$ cat config.mk
export PLATFORM = sky130hd
export DESIGN_NAME = uart_tx_gen
export DESIGN_NICKNAME = d
export VERILOG_FILES = /design/src/rtl/uart_gen_pkg.sv /design/src/rtl/uart_baud_cnt.sv /design/src/rtl/uart_tx_gen.sv
export SDC_FILE = /design/constraint.sdc
export NUM_CORES = 1
export LEC_CHECK = 0
export ABC_CLOCK_PERIOD_IN_PS = 2000
export CAP_MARGIN = 25
export CORE_ASPECT_RATIO = 1.2
export CORE_MARGIN = 5
export CORE_UTILIZATION = 37
export CTS_CLUSTER_SIZE = 16
export DETAILED_ROUTE_END_ITERATION = 10
export PLACE_DENSITY = 0.71
export SLEW_MARGIN = 40
export SYNTH_ARGS = -nofsm -noshare
export SYNTH_HDL_FRONTEND = slang
export SYNTH_SLANG_ARGS = --single-unit
$ cat constraint.sdc
create_clock -name CLK -period 2 [get_ports CLK]
set_input_delay 0.2 -clock CLK [delete_from_list [all_inputs] [get_ports CLK]]
set_output_delay 0.2 -clock CLK [all_outputs]
set_load 0.03 [all_outputs]
$ cat src/rtl/uart_gen_pkg.sv
// rtl/uart_gen_pkg.sv - UART state encoding and parity constants shared by tx and rx
// The BREAK state is only present when UART_TX_BREAK_EN is defined.
package uart_gen_pkg;

   typedef enum logic [2:0] {
      IDLE   = 3'd0,
      START  = 3'd1,
      DATA   = 3'd2,
      PARITY = 3'd3,
      STOP   = 3'd4
`ifdef UART_TX_BREAK_EN
      ,BREAK = 3'd5
`endif
   } uart_state_e;

   localparam logic PAR_EVEN = 1'b0;
   localparam logic PAR_ODD  = 1'b1;

   // Wide enough for DATA_WIDTH+4 break bit periods at DATA_WIDTH=9
   localparam int CNT_W = 4;

endpackage

$ cat src/rtl/uart_baud_cnt.sv
// rtl/uart_baud_cnt.sv - per-bit down-counter with bit-end strobe
// start_i loads a fresh period; while running the counter auto-reloads at zero.
module uart_baud_cnt #(
   parameter int W = 6
) (
   input  logic         CLK,
   input  logic         RST,
   input  logic         run_i,
   input  logic         start_i,
   input  logic [W-1:0] start_val_i,
   input  logic [W-1:0] period_m1_i,
   output logic         bit_end_o
);

   logic [W-1:0] cnt_q, cnt_d;

   always_comb begin
      cnt_d = '0;
      if (start_i) begin
         cnt_d = start_val_i;
      end else if (run_i) begin
         cnt_d = (cnt_q == '0) ? period_m1_i : cnt_q - W'(1);
      end
   end

   always_ff @(posedge CLK) begin
      if (RST) begin
         cnt_q <= '0;
      end else begin
         cnt_q <= cnt_d;
      end
   end

   assign bit_end_o = run_i && (cnt_q == '0);

endmodule

$ cat src/rtl/uart_tx_gen.sv
// rtl/uart_tx_gen.sv - UART transmitter with optional parity and 1/2 stop bits
// Defining UART_TX_BREAK_EN adds the BREAK_REQ input and line-break generation.
module uart_tx_gen
   import uart_gen_pkg::*;
#(
   parameter int DATA_WIDTH = 8,
   parameter int PRESCALE_W = 6
) (
   input  logic                  CLK,
   input  logic                  RST,
   input  logic [DATA_WIDTH-1:0] P_DATA,
   input  logic                  DATA_VALID,
   output logic                  DATA_READY,
   input  logic                  PAR_EN,
   input  logic                  PAR_TYP,
   input  logic                  STOP_2,
   input  logic [PRESCALE_W-1:0] Prescale,
`ifdef UART_TX_BREAK_EN
   input  logic                  BREAK_REQ,
`endif
   output logic                  TX_OUT,
   output logic                  busy
);

   uart_state_e           state_q, state_d;
   logic [CNT_W-1:0]      bit_cnt_q, bit_cnt_d;
   logic [DATA_WIDTH-1:0] shreg_q, shreg_d;
   logic                  par_q, par_d;
   logic                  par_en_q, par_en_d;
   logic                  stop2_q, stop2_d;
   logic [PRESCALE_W-1:0] per_m1_q, per_m1_d;
   logic                  tx_q, tx_d;
   logic                  busy_q, busy_d;
   logic                  bit_end, start_bit, last_stop, xfer;
   logic [PRESCALE_W-1:0] presc_m1;

   assign presc_m1   = (Prescale == '0) ? '0 : Prescale - PRESCALE_W'(1);
   assign last_stop  = (state_q == STOP) && bit_end && (bit_cnt_q == CNT_W'(stop2_q));
   assign DATA_READY = !RST && ((state_q == IDLE) || last_stop);
   assign xfer       = DATA_VALID && DATA_READY;

   uart_baud_cnt #(.W(PRESCALE_W)) u_baud (
      .CLK         (CLK),
      .RST         (RST),
      .run_i       (state_q != IDLE),
      .start_i     (start_bit),
      .start_val_i (presc_m1),
      .period_m1_i (per_m1_q),
      .bit_end_o   (bit_end)
   );

   always_comb begin
      state_d   = state_q;
      bit_cnt_d = bit_cnt_q;
      shreg_d   = shreg_q;
      par_d     = par_q;
      par_en_d  = par_en_q;
      stop2_d   = stop2_q;
      per_m1_d  = per_m1_q;
      start_bit = 1'b0;

      if (xfer) begin
         state_d   = START;
         bit_cnt_d = '0;
         shreg_d   = P_DATA;
         par_d     = (^P_DATA) ^ (PAR_TYP == PAR_ODD);
         par_en_d  = PAR_EN;
         stop2_d   = STOP_2;
         per_m1_d  = presc_m1;
         start_bit = 1'b1;
      end else begin
         case (state_q)
            IDLE: begin
`ifdef UART_TX_BREAK_EN
               if (BREAK_REQ) begin
                  state_d   = BREAK;
                  bit_cnt_d = '0;
                  per_m1_d  = presc_m1;
                  start_bit = 1'b1;
               end
`endif
            end
            START: if (bit_end) state_d = DATA;
            DATA: begin
               if (bit_end) begin
                  shreg_d = shreg_q >> 1;
                  if (bit_cnt_q == CNT_W'(DATA_WIDTH - 1)) begin
                     bit_cnt_d = '0;
                     state_d   = par_en_q ? PARITY : STOP;
                  end else begin
                     bit_cnt_d = bit_cnt_q + CNT_W'(1);
                  end
               end
            end
            PARITY: if (bit_end) state_d = STOP;
            STOP: begin
               if (bit_end) begin
                  if (bit_cnt_q == CNT_W'(stop2_q)) state_d = IDLE;
                  else bit_cnt_d = bit_cnt_q + CNT_W'(1);
               end
            end
`ifdef UART_TX_BREAK_EN
            BREAK: begin
               if (bit_end) begin
                  if (bit_cnt_q == CNT_W'(DATA_WIDTH + 4)) state_d = IDLE;
                  else bit_cnt_d = bit_cnt_q + CNT_W'(1);
               end
            end
`endif
            default: state_d = IDLE;
         endcase
      end

      // Line level is registered from the next state so it changes with the state itself
      case (state_d)
         START:  tx_d = 1'b0;
         DATA:   tx_d = shreg_d[0];
         PARITY: tx_d = par_d;
`ifdef UART_TX_BREAK_EN
         BREAK:  tx_d = (bit_cnt_d < CNT_W'(DATA_WIDTH + 4)) ? 1'b0 : 1'b1;
`endif
         default: tx_d = 1'b1;
      endcase
      busy_d = (state_d != IDLE);
   end

   always_ff @(posedge CLK) begin
      if (RST) begin
         state_q   <= IDLE;
         bit_cnt_q <= '0;
         shreg_q   <= '0;
         par_q     <= 1'b0;
         par_en_q  <= 1'b0;
         stop2_q   <= 1'b0;
         per_m1_q  <= '0;
         tx_q      <= 1'b1;
         busy_q    <= 1'b0;
      end else begin
         state_q   <= state_d;
         bit_cnt_q <= bit_cnt_d;
         shreg_q   <= shreg_d;
         par_q     <= par_d;
         par_en_q  <= par_en_d;
         stop2_q   <= stop2_d;
         per_m1_q  <= per_m1_d;
         tx_q      <= tx_d;
         busy_q    <= busy_d;
      end
   end

   assign TX_OUT = tx_q;
   assign busy   = busy_q;

endmodule

# Word level (Yosys, flattened, before mapping)
# Index checks and enable logic that the tools add are counted.
[totals] regBits=32 in_bits=20 out_inout_bits=3 wordCells=70
[op_classes] add_sub_neg=3 eq_ne=12 muxes=24 n_bitwise=1 reduce_logical=19
[op_table] op="2-to-1 mux 3 bit" count=8
[op_table] op="2-to-1 mux 6 bit" count=4
[op_table] op="2-to-1 mux 8 bit" count=3
[op_table] op="2-to-1 mux 4 bit" count=4
[op_table] op="one-hot mux 3 bit (5 select lines)" count=1
[op_table] op="equality test 3 x 2 -> 1 bit (second input constant)" count=4
[op_table] op="zero test 6 bit" count=2
[op_table] op="subtractor 6 x 1 -> 6 bit (second input constant)" count=2
[op_table] op="one-hot mux 4 bit (2 select lines)" count=1
[op_table] op="XOR reduction 8 bit" count=1
[op_table] op="equality test 3 x 1 -> 1 bit (second input constant)" count=2
[op_table] op="inequality test 2 bit (second input constant)" count=3
[op_table] op="nonzero test 2 bit" count=3
[op_table] op="nonzero test 3 bit" count=2
[op_table] op="logical AND 1 bit" count=5
[op_table] op="adder 4 x 1 -> 4 bit (second input constant)" count=1
[op_table] op="equality test 4 x 1 -> 1 bit" count=1
[op_table] op="equality test 4 x 3 -> 1 bit (second input constant)" count=1
[op_table] op="AND reduction 4 bit" count=1
[op_table] op="equality test 3 bit (second input constant)" count=1
[op_table] op="zero test 3 bit" count=1
[op_table] op="one-hot mux 1 bit (3 select lines)" count=1
[op_table] op="2-to-1 mux 1 bit" count=2
[op_table] op="AND reduction 2 bit" count=1
[op_table] op="4 further kinds" count=4

# Longest topological paths before layout
[depth] ltp_word=10 mapped_depth=8 ltp_nobuf=7

# Hierarchy
# Synthesis repeated with hierarchy kept, for this count alone.
[hier_totals] hier_cells=211 area_unflattened_um2=1811.7
[by_module_without_submodules] mod="uart_tx_gen" n_inst=1 cells_each=165 area_per_inst_um2=1417.6 seq_area_each_um2=520.5
[by_module_without_submodules] mod="uart_baud_cnt" n_inst=1 cells_each=46 area_per_inst_um2=394.1 seq_area_each_um2=120.1

# Worst setup path before layout
# OpenSTA, ideal clock, no wires.
[synth_timing] path_kind="register -> output" start="register u_baud.cnt_q[3]" end="output DATA_READY" arrival_ns=1.837 required_time_ns=1.800 path_slack_ns=-0.037 path_stages_with_launch=6 path_buffers=1 path_cell_list="dfxtp_1 -> or3_1 -> buf_2 -> o41ai_4 -> nand2_1 -> nor2_1"
[synth_via] elab_chain_len=6
[synth_rtl] item="start: declaration" line="uart_baud_cnt.sv:15" rtl="logic [W-1:0] cnt_q, cnt_d;"
[synth_rtl] item="start signal: assignment" line="uart_baud_cnt.sv:30" rtl="cnt_q <= cnt_d;"
[synth_rtl] item="zero test 6 bit" line="uart_baud_cnt.sv:34" rtl="assign bit_end_o = run_i && (cnt_q == '0);"
[synth_rtl] item="logical AND 1 bit" line="uart_baud_cnt.sv:34"
[synth_rtl] item="logical AND 1 bit (2 in a row)" line="uart_tx_gen.sv:38" rtl="assign last_stop = (state_q == STOP) && bit_end && (bit_cnt_q == CNT_W'(stop2_q));"
[synth_rtl] item="logical OR 1 bit" line="uart_tx_gen.sv:39" rtl="assign DATA_READY = !RST && ((state_q == IDLE) || last_stop);"
[synth_rtl] item="logical AND 1 bit" line="uart_tx_gen.sv:39"
[synth_rtl] item="end: declaration" line="uart_tx_gen.sv:13" rtl="output logic DATA_READY,"
# No other way between the ends.

# Worst setup path in the final report
[layout_timing] start="register u_baud.cnt_q[2]" end="output DATA_READY"
# The elaborated chain is that of the path after synthesis.

==> metrics.md <==
| Metric | Value |
|---|---|
| Worst r2r dst | per_m1_q[1]$_SDFFE_PP0P_ |
| Post-synth top flop | dfxtp_1 |
| CTS tree | yes |
| Yosys top cell by area | dfxtp_1 |
| DR DRC count | 0 |
| Vias in the first global route | 1613 |
| Most frequent cell after synthesis | dfxtp_1 |
| Pin count of the biggest net entering global routing | 20 |
| Die footprint | ~6300 um2 |
| H-Tree Depth | 2 |
| Vias | 1641 |
| Wirelength per Cell | roughly 14 um |
| Layout area overhead | 32.2% |
| Post-synth cell types | 45 |
| Crit Path Class | reg2out |
| Fin crit share | 101% |
| Hold buffers post-CTS | 0 |
| Failing checks | negative setup slack |
| PD cells | between 1000 and 1500 nW/um2 |
| Die X | 73.5 um |
| Hold endpoint | per_m1_q[0]$_SDFFE_PP0P_ |
| Layout cells sized above 1 | a little over a fifth |
| Drt pass-1 iters | 4 |
| Post-synth top area share | around 36% |
| Worst setup EP type | output pin |
| Initial antenna violation count | 0 |
| Post-Syn Area per Cell | around 8.5 um2 |
| DP Worst Slack | about 20 ps |
| Setup total negative slack | -21.5 ps |
| Max cap viols | 0 |
| Initial Utilization | around two fifths |
| Num CTS Buffers | 5 |
| Placed instance count | 298 |
| Startpoint class of the critical path | flop |
| Flop2flop setup slack | approximately 50 ps |
| Wire length of the first global-routing pass | approximately 7.3 mm |
| Final-report setup violation count | 1 |
| CP Data Required Time | 1800 ps |
| Worst hold slack | roughly 450 ps |
| Core region area | 4660 um2 |
| Ports | 23 |
| Synth top cells by count | dfxtp_1, nor2_1, nand2_1, nand3_1, xnor2_1 |
| # diodes | 0 |
| Slowest stage delay, CP | ~380 ps |
| Clk slew on worst S/H paths | approximately 60 ps |
| CP cell instances | or3_4 > o41ai_4 > buf_4 > nand2_4 > nor2_4 > buf_6 |
| Post-Syn Instances | 210 |
| Async S/R FF share, synth | 0% |
| Clock Path Buffers | 2 |
| WHS Path Cells | 2 |
| EDFF count, synth | 0 |
| Slowest CP cell | or3_4 |
| DP HPWL | approximately 3.2 mm |
| Worst Max-Slew Pin Slew | 752 ps |
| Peak VDD IR | about 0.00037 V |
| Root Buffer | clkbuf_8 |
| Vias per Instance | around 5.3 |
| Hold wc startpoint | per_m1_q[0]$_SDFFE_PP0P_ |
| Clk_skew | around 1.8 ps |
| FF+latch count, synth | 32 |
| Final Instance Count excl. Fillers | approximately 310 |
| Slew headroom | between 40% and 50% |
| Starting DRT DRC Count | 76 |
| Fin nets | ~280 |
| Period minus WS final | 2020 ps |
| Hold Vio Cnt, Final | 0 |
| FF-to-FF Start | u_baud.cnt_q[2]$_SDFF_PP0_ |
| Final WS setup | -21.5 ps |
| P_leak | 0.912 nW |
| Syn nets | about 240 |
| Fmax | between 400 and 500 MHz |
| Die height | 86.3 um |
| Seq/Total Area, Yosys | between 30% and 40% |
| Crit path max fanout | 3 |
| Largest cells by area after synthesis | dfxtp_1, xnor2_1, nor2_1 |
| Mapped cell area | approximately 1800 um2 |
| RSZ-0062 raised after global routing | true |
| Critical Path Start | u_baud.cnt_q[2]$_SDFF_PP0_ |
| Worst skew pair latency | approximately 280 ps |
| Hold crit path type | reg2reg |
| Total wire length | around 4.2 mm |
| Worst path arrival time | 1820 ps |
| Rows | 27 |
| PortBufs | 22 |
| Synthesis warning total | 0 |
| Slew Limit Fails | 0 |
| GRT overflow | 0 |
| Tot GR Track Use | 14.7% |
| Routability Congestion | around 0.77 |
| Outcome | finished, violations left |
| ANT nets after route | 0 |
| Clock sinks | 32 |
| Depth of the most critical reg-to-reg path | 8 |
## power breakdown
| group | total, W | switching [W] | leakage, nW | internal (W) |
|---|---|---|---|---|
| Sequential | 0.000816 | 0.0000704 | 0.265 | 0.000746 |
| Combinational | 0.00111 | 0.000596 | 0.597 | 0.000510 |
| Clock | 0.000498 | 0.000224 | 0.0510 | 0.000274 |
| Total | 0.00242 | 0.000891 | 0.912 | 0.00153 |
## layout by cell type, fill, tap and decap left out, types with 3 or more instances in the layout
cell             instances
dfxtp_1                 27
nor2_1                  24
clkdlybuf4s50_1         21
buf_4                   21
nand2_1                 18
nand3_1                 15
xnor2_1                 13
a21oi_1                 10
inv_1                    8
o21ai_1                  8
xor2_1                   6
nor3_1                   6
a311oi_2                 6
clkbuf_8                 6
o22ai_1                  4
nand2b_1                 4
ha_1                     4
dfxtp_2                  4
o21ai_0                  3
o211ai_1                 3
## through the flow
step / total power, W / cell area [um2] / util [%]
final: 0.00242 / 2370 / 50.8
after global routing: 0.00261 / 2370 / 50.8
after CTS: 0.00242 / 2330 / 50.0
after detailed placement: 0.00183 / 2170 / 46.5
after global placement: 0.00181 / 2170 / 46.5
after floorplan: 0.00150 / 1800 / -
## sequential cells by signal (all words and copies together), names as in the netlist
| register | flops |
|---|---|
| shreg_q | 8 |
| stop2_q | 1 |
| par_en_q | 1 |
| per_m1_q | 6 |
| TX_OUT | 1 |
| bit_cnt_q | 4 |
| u_baud.cnt_q | 6 |
| busy | 1 |
| state_q | 3 |
| par_q | 1 |
## worst max path at each step
stage,endpoint,slack [ps],cells past startpoint
5_1_grt,DATA_READY,-100,6
4_1_cts,DATA_READY,-30,6
2_1_floorplan,DATA_READY,70,5
6_report,DATA_READY,-20,6
3_5_place_dp,TX_OUT$_SDFF_PP1_,20,6
3_3_place_gp,TX_OUT$_SDFF_PP1_,80,6
## routing by layer
layer  up-vias  wire length, um  GRT usage, %
met5         -                0             0
met4         0               77          6.59
met3         7              237          3.94
met2        33             2180          25.9
met1       769             1740          16.2
li1        832                -             -
## worst max-delay path, delay by kind of cell (launching register included)
family | cells | cell delay [ps]
flip-flops | 1 | 340
AND/OR/NAND/NOR | 3 | 540
buffers and inverters | 2 | 320
AO/OA/AOI/OAI | 1 | 340
## layout make-up
class	instances	area, um2
clock inverters	2	10.0
clock buffers	6	82.6
fillers	452	2290
inverters	8	30.0
multi-input cells	161	1130
repair buffers	44	390
flip-flops and latches	32	649
well taps	58	72.6
## kinds of logic after synthesis
family / synth area share, %
buf+inv: 4.12
fa+ha+maj: 3.49
simple gates: 23.9
xor+xnor: 10.5
flops: 35.7
mux: 1.67
compound gates: 20.6
## repair_timing
action | in CTS | in global routing
setup endpoints to repair | 1 | 4
pin swaps | 2 | 0
setup buffers | 4 | 1
resized for setup | 12 | 7
(Power assumes the default switching activity.)
